[config.mk]
export PLATFORM = sky130hd
export DESIGN_NAME = accumulator_processor
export DESIGN_NICKNAME = d
export VERILOG_FILES = /design/src/rtl/accumulator_processor_pkg.sv /design/src/rtl/accumulator_processor.sv
export SDC_FILE = /design/constraint.sdc
export NUM_CORES = 1
export LEC_CHECK = 0
export ABC_AREA = 1
export CAP_MARGIN = 20
export CORE_ASPECT_RATIO = 1.4
export CORE_MARGIN = 10
export CORE_UTILIZATION = 52
export DETAILED_ROUTE_END_ITERATION = 7
export GPL_TIMING_DRIVEN = 1
export HOLD_SLACK_MARGIN = 0.08
export MAX_ROUTING_LAYER = met4
export PLACE_DENSITY = 0.76
export SKIP_LAST_GASP = 1
export SYNTH_ARGS = -nofsm -noshare
export SYNTH_HDL_FRONTEND = slang
export SYNTH_SLANG_ARGS = --single-unit
[constraint.sdc]
create_clock -name clk -period 1.8 [get_ports clk]
set_clock_uncertainty 0.05 [all_clocks]
set_input_delay 0.36 -clock clk [delete_from_list [all_inputs] [get_ports clk]]
set_output_delay 0.36 -clock clk [all_outputs]
set_load 0.02 [all_outputs]
[src/rtl/accumulator_processor_pkg.sv]
`default_nettype none
// +------------------------------------------------------------------+
// | accumulator_processor_pkg: opcodes, one-hot states, widths       |
// | Rev 1.0                                                          |
// +------------------------------------------------------------------+
package accumulator_processor_pkg;

  localparam int DEFAULT_DATA_W = 32;

  localparam logic [1:0] c_op_nop   = 2'b00;
  localparam logic [1:0] c_op_fetch = 2'b01;
  localparam logic [1:0] c_op_send  = 2'b10;

  typedef enum logic [6:0] {
    c_st_req1 = 7'h01,
    c_st_reca = 7'h02,
    c_st_req2 = 7'h04,
    c_st_recb = 7'h08,
    c_st_add  = 7'h10,
    c_st_req3 = 7'h20,
    c_st_rslt = 7'h40
  } state_t;

  function automatic logic [1:0] op_for(input state_t s);
    case (s)
      c_st_reca, c_st_recb: op_for = c_op_fetch;
      c_st_rslt:            op_for = c_op_send;
      default:              op_for = c_op_nop;
    endcase
  endfunction

  function automatic logic req_for(input state_t s);
    req_for = (s != c_st_add);
  endfunction

endpackage
`default_nettype wire

[src/rtl/accumulator_processor.sv]
`default_nettype none
// +------------------------------------------------------------------+
// | accumulator_processor: fetches A and B over the bus, sends A+B   |
// | Rev 1.0                                                          |
// +------------------------------------------------------------------+
module accumulator_processor
  import accumulator_processor_pkg::*;
#(
  parameter int DATA_W = DEFAULT_DATA_W
) (
  input  logic              clk,
  input  logic              reset,
  output logic [1:0]        op,
  input  logic              signal,
  input  logic [DATA_W-1:0] read,
  output logic [DATA_W-1:0] write,
  output logic              req,
  input  logic              grant,
  output logic [6:0]        state
);

  state_t              r_state;
  state_t              w_next;
  logic                r_req;
  logic [1:0]          r_op;
  logic [DATA_W-1:0]   r_write;
  logic [DATA_W-1:0]   r_a;
  logic [DATA_W-1:0]   r_b;
  logic [DATA_W-1:0]   r_result;

  always_comb begin
    w_next = c_st_req1;
    case (r_state)
      c_st_req1: w_next = grant  ? c_st_reca : c_st_req1;
      c_st_reca: w_next = signal ? c_st_req2 : c_st_reca;
      c_st_req2: w_next = grant  ? c_st_recb : c_st_req2;
      c_st_recb: w_next = signal ? c_st_add  : c_st_recb;
      c_st_add:  w_next = c_st_req3;
      c_st_req3: w_next = grant  ? c_st_rslt : c_st_req3;
      c_st_rslt: w_next = signal ? c_st_req1 : c_st_rslt;
      default:   w_next = c_st_req1;
    endcase
  end

  // Outputs are decoded from the next state so they are registered yet
  // still line up with the state they belong to.
  always_ff @(posedge clk or negedge reset) begin
    if (!reset) begin
      r_state  <= c_st_req1;
      r_req    <= 1'b1;
      r_op     <= c_op_nop;
      r_write  <= '0;
      r_a      <= '0;
      r_b      <= '0;
      r_result <= '0;
    end else begin
      r_state <= w_next;
      r_req   <= req_for(w_next);
      r_op    <= op_for(w_next);
      r_write <= (w_next == c_st_rslt) ? r_result : '0;
      if (r_state == c_st_reca && signal) r_a <= read;
      if (r_state == c_st_recb && signal) r_b <= read;
      if (r_state == c_st_add)            r_result <= r_a + r_b;
    end
  end

  // The REQ1 decode would assert req during reset, so mask it with reset.
  assign req   = r_req & reset;
  assign op    = r_op;
  assign write = r_write;
  assign state = r_state;

endmodule
`default_nettype wire

Yosys cells after proc, flatten, opt, wreduce, memory -nomap -nowiden
Cells that the tools add are included.

Add/subtract/negate cells: 1. Multiply operators: 0. Divide/modulo/power cells: 0. $lt $le $gt $ge: 0. Equal/unequal tests: 11. Shift operators: 0. Multiplexer cells: 9. Bitwise logic cells: 1. Reductions and logical operators: 3.

Operator list (number): 7-bit one-hot mux with 7 select lines (1); 32-bit adder (1); 32-bit two-way mux (1); 7-bit by 2-bit equality test with 1-bit output, second input constant (2); 7-bit by 4-bit equality test with 1-bit output, second input constant (2); 7-bit equality test, second input constant (2); 7-bit two-way mux (2); 7-bit by 1-bit equality test with 1-bit output, second input constant (1); 7-bit by 3-bit equality test with 1-bit output, second input constant (1); 7-bit by 5-bit equality test with 1-bit output, second input constant (1); 7-bit by 6-bit equality test with 1-bit output, second input constant (1); 7-bit by 5-bit inequality test with 1-bit output, second input constant (1); 5-bit two-way mux (1); 4-bit two-way mux (1); 2-bit one-hot mux with 2 select lines (1); 3-bit two-way mux (1); 1-bit logical AND (2); 2-bit two-way mux (1); 2-bit OR reduction (1); 1-bit bitwise AND (1).

Register bits after elaboration: 138. Latch bits: 0. Memory bits (writable): 0. ROM bits: 0. Input bits: 36. Logic and storage cells: 32. Memories kept: 0.

Logic depth before layout (Yosys ltp)
Gate-level depths: netlist of the first run.

Depth after elaboration: 5. Mapped depth: 12.

Worst setup path before layout of the first run
OpenSTA, ideal clock, no wires.

Path kind: reg2reg. Start: reg r_a[0]. End: reg r_result[20]. Setup time: 0.132 ns. Arrival: 1.719 ns. Required time: 1.618 ns. Setup slack: -0.101 ns. Stages on the path, launching flop included: 11. Period minus slack after synthesis: 1.901 ns. Cell sequence: dfrtp_1 -> ha_1 -> fa_1 -> nand3_1 -> nand3_1 -> nand3_1 -> nand3_1 -> nand2_1 -> nand3_1 -> nand3_1 -> o21ai_0.

Cells in the longest elaborated chain, start to end: 1.

RTL lines: start: declaration (RTL line accumulator_processor.sv:27) `logic [DATA_W-1:0] r_a;`; start signal: assignment (RTL line accumulator_processor.sv:61) `if (r_state == c_st_reca && signal) r_a <= read;`; 32-bit adder (RTL line accumulator_processor.sv:63) `if (r_state == c_st_add) r_result <= r_a + r_b;`; end signal: assignment (RTL line accumulator_processor.sv:63); end: declaration (RTL line accumulator_processor.sv:29) `logic [DATA_W-1:0] r_result;`.

No other way between the ends. A chain may end at the register's enable or synchronous reset.

Worst setup path in the final report of the first run
Start: reg r_b[15]. End: reg r_result[24].

Cells in the longest elaborated chain, start to end: 1.

RTL lines: start: declaration (RTL line accumulator_processor.sv:28) `logic [DATA_W-1:0] r_b;`; start signal: assignment (RTL line accumulator_processor.sv:62) `if (r_state == c_st_recb && signal) r_b <= read;`; 32-bit adder (RTL line accumulator_processor.sv:63).

No other way between the ends.

==> reports/metrics.yaml, run 1 <==
cts_tree: "done"
postSynthAreaPerCell_um2: 7.40
required_ps: 2070
drcViolationCount: 0
syn_inst: 1006
drt-vias-per-instance: 5.04
io_pins: 78
slew-limit-headroom_pct: 51.7
root_buffer: "clkbuf_16"
grt_max_degree: 139
r2r_slack_ps: -90
ys_ff_latch: 138
postRouteAntennaNets: 0
cts_buffer_depth: 2
hold_class: "in2async"
crit_fanout: 4
worst_skew_pair.late_latency_ps: 420
die_w_um: 121
crit_type: "reg2reg"
grt-ovfl-total: 0
period_share_pct: 105
maxCapViolCount: 0
finalNonFillerCells: 1350
antenna-diode-count: 0
drt_iter0_markers: 429
yosysTopAreaCell: "dfrtp_1"
max_freq_mhz: 529
h-tree-depth: 4
wl_per_cell_um: 14.7
synth_xor_area_share_pct: 1.29
fp-row-count: 51
synth_fa_ha_area_share_pct: 5.48
cts_made_buffers: 17
worstReg2RegEnd: "r_result[24]"
area_growth_pct: 40.0
p_leak_uw: 0.00545
end_kind: "flop"
yosysWarnings: 0
drv_slew: 0
tns_ps: -294
vias: 6806
fp.dieArea_um2: 19600
hpwl_mm: 12.8
finalInstanceArea_um2: 10400
setup_viol_count_final: 6
synthesis.area_um2: 7440
finalHoldViolations: 0
dr.pass1.iters: 5
synthMuxAreaShare_pct: 0
fin_ws_ps: -89.0
gp_congestion: 0.953
ir_worst_vdd_v: 0.000812
cp-start-kind: "flop"
syn_nets: 1074
drive_above_1_share_pct: 25.7
reg2reg_depth: 10
yosysTopAreaCellShare_pct: 45.7
crit_start: "r_b[15]"
initial_core_util_pct: 53.2
dp_cells: 1295
layout.nets: 1221
synth_seq_area_share_pct: 46.5
setup.worst_path.end: "r_result[24]"
violations: "negative setup slack"
synth.area.top_cells: "dfrtp_1, nand2_1, inv_1"
post_dp_cell_area_um2: 8780
synth_compound_area_share_pct: 7.94
arrival_ps: 2160
track_usage_pct: 19.9
grt_pass1_vias: 6632
ctsHoldBuffers: 0
synth_top_family_by_area: "simple AND/OR/NAND/NOR gates"
io_buffers: 77
final.min_clock_period_ps: 1890
antenna_found_initial: 0
ys_types: 29
wl_mm: 19.9
clk_pin_slew_ps: 60
power_density_nw_per_um2: 1430
rsz0062_at_grt: "true"
r2r-start: "r_b[15]"
tightest_slew_ps: 724
die_y_um: 162
grt_pass1_wl_mm: 31.0
core-area_um2: 14000
clock_sinks: 138
synth-simple-area-share_pct: 27.7
status: "finished with violations"
==> state kept, by name, summed over array words and instances (netlist names) <==
register	flops
r_a	32
r_b	32
r_result	32
write	32
state	7
op	2
r_req	1
==> layout by cell type (no fill, tap or decap), drive strengths merged, types with 2 or more instances in the layout <==
cell type	synthesis	routed
or2	2	2
clkinv	0	6
o22ai	4	4
dfstp	2	2
dlymetal6s2s	0	10
o21bai	3	3
nor2	86	86
nand3	49	49
nand2	346	346
dfrtp	136	136
inv	189	193
o21ai	85	85
buf	13	74
clkdlybuf4s50	0	58
xnor2	10	10
nor3	5	5
nor4	3	3
a21oi	22	22
bufinv	0	2
ha	31	31
nand3b	2	2
dlygate4sd2	0	7
clkbuf	10	19
nand4	4	4
==> through the flow <==
step | setup slack [ps] | utilization, % | power [µW] | hold WS [ps]
after global placement | -130 | 62.9 | 9160 | 413
after CTS | -12.3 | 70.0 | 13600 | 88.7
after floorplan | 11.2 | - | 7410 | 14.4
after global routing | -201 | 74.5 | 15800 | 90.8
final | -89.0 | 74.5 | 14900 | 20.7
after detailed placement | -175 | 62.9 | 9270 | 416
==> power breakdown <==
group / leakage, µW / switching, µW / internal, µW
clock: 0.000287 / 1420 / 2080
sequential: 0.00184 / 624 / 3740
combinational: 0.00332 / 3790 / 3240
total: 0.00545 / 5830 / 9070
==> cell type report <==
cell class	instances	area (µm²)
clock buffers	18	439
clock inverters	13	144
fillers	962	3560
inverters	189	709
multi-input cells	656	4000
flip-flops and latches	138	3460
well taps	185	231
repair buffers	151	1440
==> per-layer routing <==
layer | routed length (µm) | track usage (%) | share of wire [%]
met2 | 9910 | 32.8 | 50
met3 | 1030 | 3.63 | 5.2
met4 | 573 | 7.43 | 2.9
met5 | 0 | - | 0
met1 | 8350 | 23.7 | 42
==> worst min-delay path by stage <==
stage,to,slack [ps],cells past startpoint
detailed placement,r_result[27],420,2
floorplan,op[0],10,0
global route,r_a[7],90,2
global placement,r_result[27],410,2
CTS,r_a[7],90,2
finish,r_a[7],20,2
==> critical path, stage by stage, from the launching register on <==
cell,delay [ps]
dfrtp_1,410
ha_4,320
nand2_1,100
nor2_1,190
inv_1,100
o21bai_1,220
nand2_1,110
nand3_1,90
nand2_1,70
nand3_2,80
nand2_1,50
==> cells in the mapped netlist (all sizes together) <==
master	count
a21oi	22
nor4	3
o21ai	85
ha	31
dfrtp	136
nor2	86
or2	2
xor2	1
nand3	49
a21o	1
buf	13
dfstp	2
inv	189
nand2	346
nor3	5
fa	1
o22ai	4
o21bai	3
xnor2	10
nand3b	2
nand4	4
and2	1
clkbuf	10
==> cell families after synthesis <==
logic type,Yosys count
compound gates,115
xor+xnor,11
fa+ha+maj,32
buf+inv,212
flops,138
simple gates,498
==> what timing repair did <==
item,in CTS,in global routing
buffers inserted,6,17
setup endpoints to repair,30,107
resized for setup,68,131
pin swaps,11,30
cloned,0,1
No activity file was read; power rests on OpenSTA's default activity.
==> run 2: changes to the inputs <==
Settings changed: ABC_AREA 1 to not set, CORE_UTILIZATION 52 to 40, PLACE_DENSITY 0.76 to 0.62.
==> reports/metrics.yaml, run 2 <==
antenna-diode-count: 0  # unchanged
io_buffers: 77  # unchanged
synth_edf_count: 0  # unchanged
track_usage_pct: 16.7  # was 19.9%
tightest_slew_ps: 729  # was 724 ps
yosysTopAreaCell: "dfrtp_1"  # unchanged
grt_pass1_vias: 5817  # was 6632
antenna_found_initial: 0  # unchanged
synth-simple-area-share_pct: 17.4  # was 27.7%
yosysMostFrequentCell: "nand2_1"  # unchanged
rsz0062_at_grt: "true"  # unchanged
ir_worst_vdd_v: 0.000675  # was 0.000812 V
setup.worst_path.end: "r_result[24]"  # unchanged
async_reset_ff_share_pct: 100  # unchanged
core-area_um2: 16200  # was 14000 µm²
fp-row-count: 55  # was 51
p_seq_share_pct: 29.8  # was 29.3%
synth.area.top_cells: "dfrtp_1, nand2_1, ha_1"  # was dfrtp_1, nand2_1, inv_1
layout.cells.most_common_list: "nand2_1, buf_4, dfrtp_1"  # was nand2_1, inv_1, dfrtp_1
drv_slew: 0  # unchanged
ys_types: 59  # was 29
maxCapViolCount: 0  # unchanged
drive_above_1_share_pct: 31.8  # was 25.7%
wl_mm: 17.9  # was 19.9 mm
end_kind: "flop"  # unchanged
wl_per_cell_um: 16.4  # was 14.7 µm
initial_core_util_pct: 41.1  # was 53.2%
vias: 5504  # was 6806
crit_slowest_cell: "dfrtp_1"  # unchanged
hold_class: "reg2reg"  # was in2async
synth_fa_ha_area_share_pct: 6.12  # was 5.48%
max_freq_mhz: 425  # was 529 MHz
clock_power_share_pct: 24.0  # was 23.5%
ys_ff_latch: 138  # unchanged
pre_cts_slack_ps: -679  # was -175 ps
yosysTopAreaCellShare_pct: 51.0  # was 45.7%
r2r_slack_ps: -550  # was -90 ps
root_buffer: "clkbuf_16"  # unchanged
postSynthAreaPerCell_um2: 10.1  # was 7.40 µm²
h-tree-depth: 4  # unchanged
synth_flop_cell: "dfrtp_1"  # unchanged
internal-power_uw: 9390  # was 9070 µW
swShare_pct: 33.7  # was 39.1%
area_growth_pct: 49.7  # was 40.0%
fin_ws_ps: -552  # was -89.0 ps
slew-limit-headroom_pct: 51.4  # was 51.7%
gp_congestion: 0.877  # was 0.953
setup_viol_count_final: 25  # was 6
postRouteAntennaNets: 0  # unchanged
syn_inst: 659  # was 1006
synth_compound_area_share_pct: 13.2  # was 7.94%
synth_top_family_by_area: "simple AND/OR/NAND/NOR gates"  # unchanged
die_y_um: 173  # was 162 µm
hold_depth: 2
comb_power_share_pct: 46.2  # was 47.2%
grt_max_degree: 139  # unchanged
worst_skew_pair.late_latency_ps: 430  # was 420 ps
required_ps: 2060  # was 2070 ps
synth_seq_area_share_pct: 51.8  # was 46.5%
slowest_delay_ps: 410  # about the same
cts_tree: "done"  # unchanged
p_sw_uw: 4780  # was 5830 µW
fin_util_pct: 61.5  # was 74.5%
synth_xor_area_share_pct: 3.94  # was 1.29%
final.min_clock_period_ps: 2350  # was 1890 ps
finalHoldViolations: 0  # unchanged
drcViolationCount: 0  # unchanged
worstReg2RegEnd: "r_result[24]"  # unchanged
crit_start: "r_a[0]"  # was r_b[15]
clk_pin_slew_ps: 60  # about the same
power_density_nw_per_um2: 1420  # was 1430 nW/µm²
status: "finished with violations"  # unchanged
drt-vias-per-instance: 5.03  # was 5.04
period_share_pct: 131  # was 105%
synthMuxAreaShare_pct: 5.40  # was 0%
grt_pass1_wl_mm: 29.3  # was 31.0 mm
yosysWarnings: 0  # unchanged
ys_top_cells_by_count: "nand2_1, dfrtp_1, a21oi_1, o21ai_0, and2_1"  # was nand2_1, inv_1, dfrtp_1, o21ai_1, nor2_1
violations: "negative setup slack"  # unchanged
synthesis.area_um2: 6670  # was 7440 µm²
grt-ovfl-total: 0  # unchanged
clock_sinks: 138  # unchanged
cts_made_buffers: 17  # unchanged
layout.nets: 951  # was 1221
reg2reg_depth: 10  # unchanged
syn_nets: 727  # was 1074
p_leak_uw: 0.00510  # was 0.00545 µW
power_uw: 14200  # was 14900 µW
die_w_um: 129  # was 121 µm
fillerInstances: 1331  # was 962
mostFrequentLayoutCell: "nand2_1"  # unchanged
cp-start-kind: "flop"  # unchanged
crit_type: "reg2reg"  # unchanged
drt_iter0_markers: 290  # was 429
io_pins: 78  # unchanged
cts_buffer_depth: 2  # unchanged
arrival_ps: 2610  # was 2160 ps
crit_fanout: 5  # was 4
fp.dieArea_um2: 22300  # was 19600 µm²
hpwl_mm: 13.1  # was 12.8 mm
r2r-start: "r_a[0]"  # was r_b[15]
dr.pass1.iters: 4  # was 5
path_cells: "ha_4 -> fa_2 -> a21oi_4 -> o21ai_2 -> a211oi_4 -> buf_6 -> o31a_4 -> a2111oi_4 -> o211a_1 -> nor3_2"  # was ha_4 -> nand2_1 -> nor2_1 -> inv_1 -> o21bai_1 -> nand2_1 -> nand3_1 -> nand2_1 -> nand3_2 -> nand2_1
run 2: cell types whose count changed after synthesis, moves of 33 or more:
cell     change
nor2_2      -33
nand2_1    -181
inv_1      -180
and2_1      +35
o21ai_1     -59
nand3_1     -45
run 2: how the worst min path moves through the flow:
stage	to	startpoint
2_1_floorplan	op[0]	reset
3_3_place_gp	r_result[13]	r_result[13]
3_5_place_dp	r_result[27]	r_result[27]
4_1_cts	r_result[4]	r_result[4]
5_1_grt	write[27]	r_result[27]
6_report	r_b[13]	r_b[13]
run 2: critical path, delay by kind of cell (launching register included):
family | cells | cell delay (ps)
compound gates | 6 | 1190
fa+ha+maj | 2 | 420
flops | 1 | 410
simple gates | 1 | 40
buf+inv | 1 | 140
run 2: repair_timing:
action / in CTS / in global routing
hold buffers: 1 / 0
pin swaps: 32 / 25
setup endpoints to repair: 40 / 81
endpoints found under the hold margin: 18 / 0
cloned: 0 / 1
buffers inserted: 16 / 3
gates resized for setup: 52 / 42
run 2: layout make-up:
| type | instances | area, µm² | share of cell area [%] |
|---|---|---|---|
| Clock inverter | 13 | 141 | 1.42 |
| Timing Repair Buffer | 231 | 2080 | 20.8 |
| Inverter | 7 | 28.8 | 0.288 |
| Multi-Input combinational cell | 488 | 3590 | 36.0 |
| Tap cell | 199 | 249 | 2.49 |
| Sequential cell | 138 | 3460 | 34.6 |
| Clock buffer | 19 | 433 | 4.34 |
run 2: kinds of logic (layout without fill, tap and decap cells):
logic type,after synthesis,count (layout)
simple gates,257,257
flops,138,138
compound gates,137,137
buf+inv,33,270
fa+ha+maj,32,32
mux,32,32
xor+xnor,30,30
run 2: routing by layer:
metal	vias up	share of wire, %	wire length (µm)	GRT usage, %
met4	0	1.6	293	5.18
met5	-	0	0	-
li1	2711	-	-	-
met1	2650	43	7790	19.9
met3	23	4.1	734	3.43
met2	120	51	9130	27.6
run 2: power by group through the flow:
| stage | logic, µW | registers [µW] | clock network, µW |
|---|---|---|---|
| detailed placement | 5880 | 4230 | 0 |
| floorplan | 3240 | 4190 | 0 |
| finish | 6550 | 4220 | 3400 |
| global route | 7160 | 4300 | 3620 |
| global placement | 5790 | 4200 | 0 |
| CTS | 6320 | 4210 | 3480 |
run 2: per-stage QoR:
stage / TNS, ps / area [µm²] / hold WS, ps / std cells
5_1_grt: -12800 / 9980 / 445 / 1095
3_5_place_dp: -24760 / 8950 / 413 / 1044
6_report: -9820 / 9980 / 422 / 1095
2_1_floorplan: -8530 / 7030 / 14.4 / 659
4_1_cts: -9470 / 9790 / 427 / 1092
3_3_place_gp: -23560 / 8950 / 403 / 1044
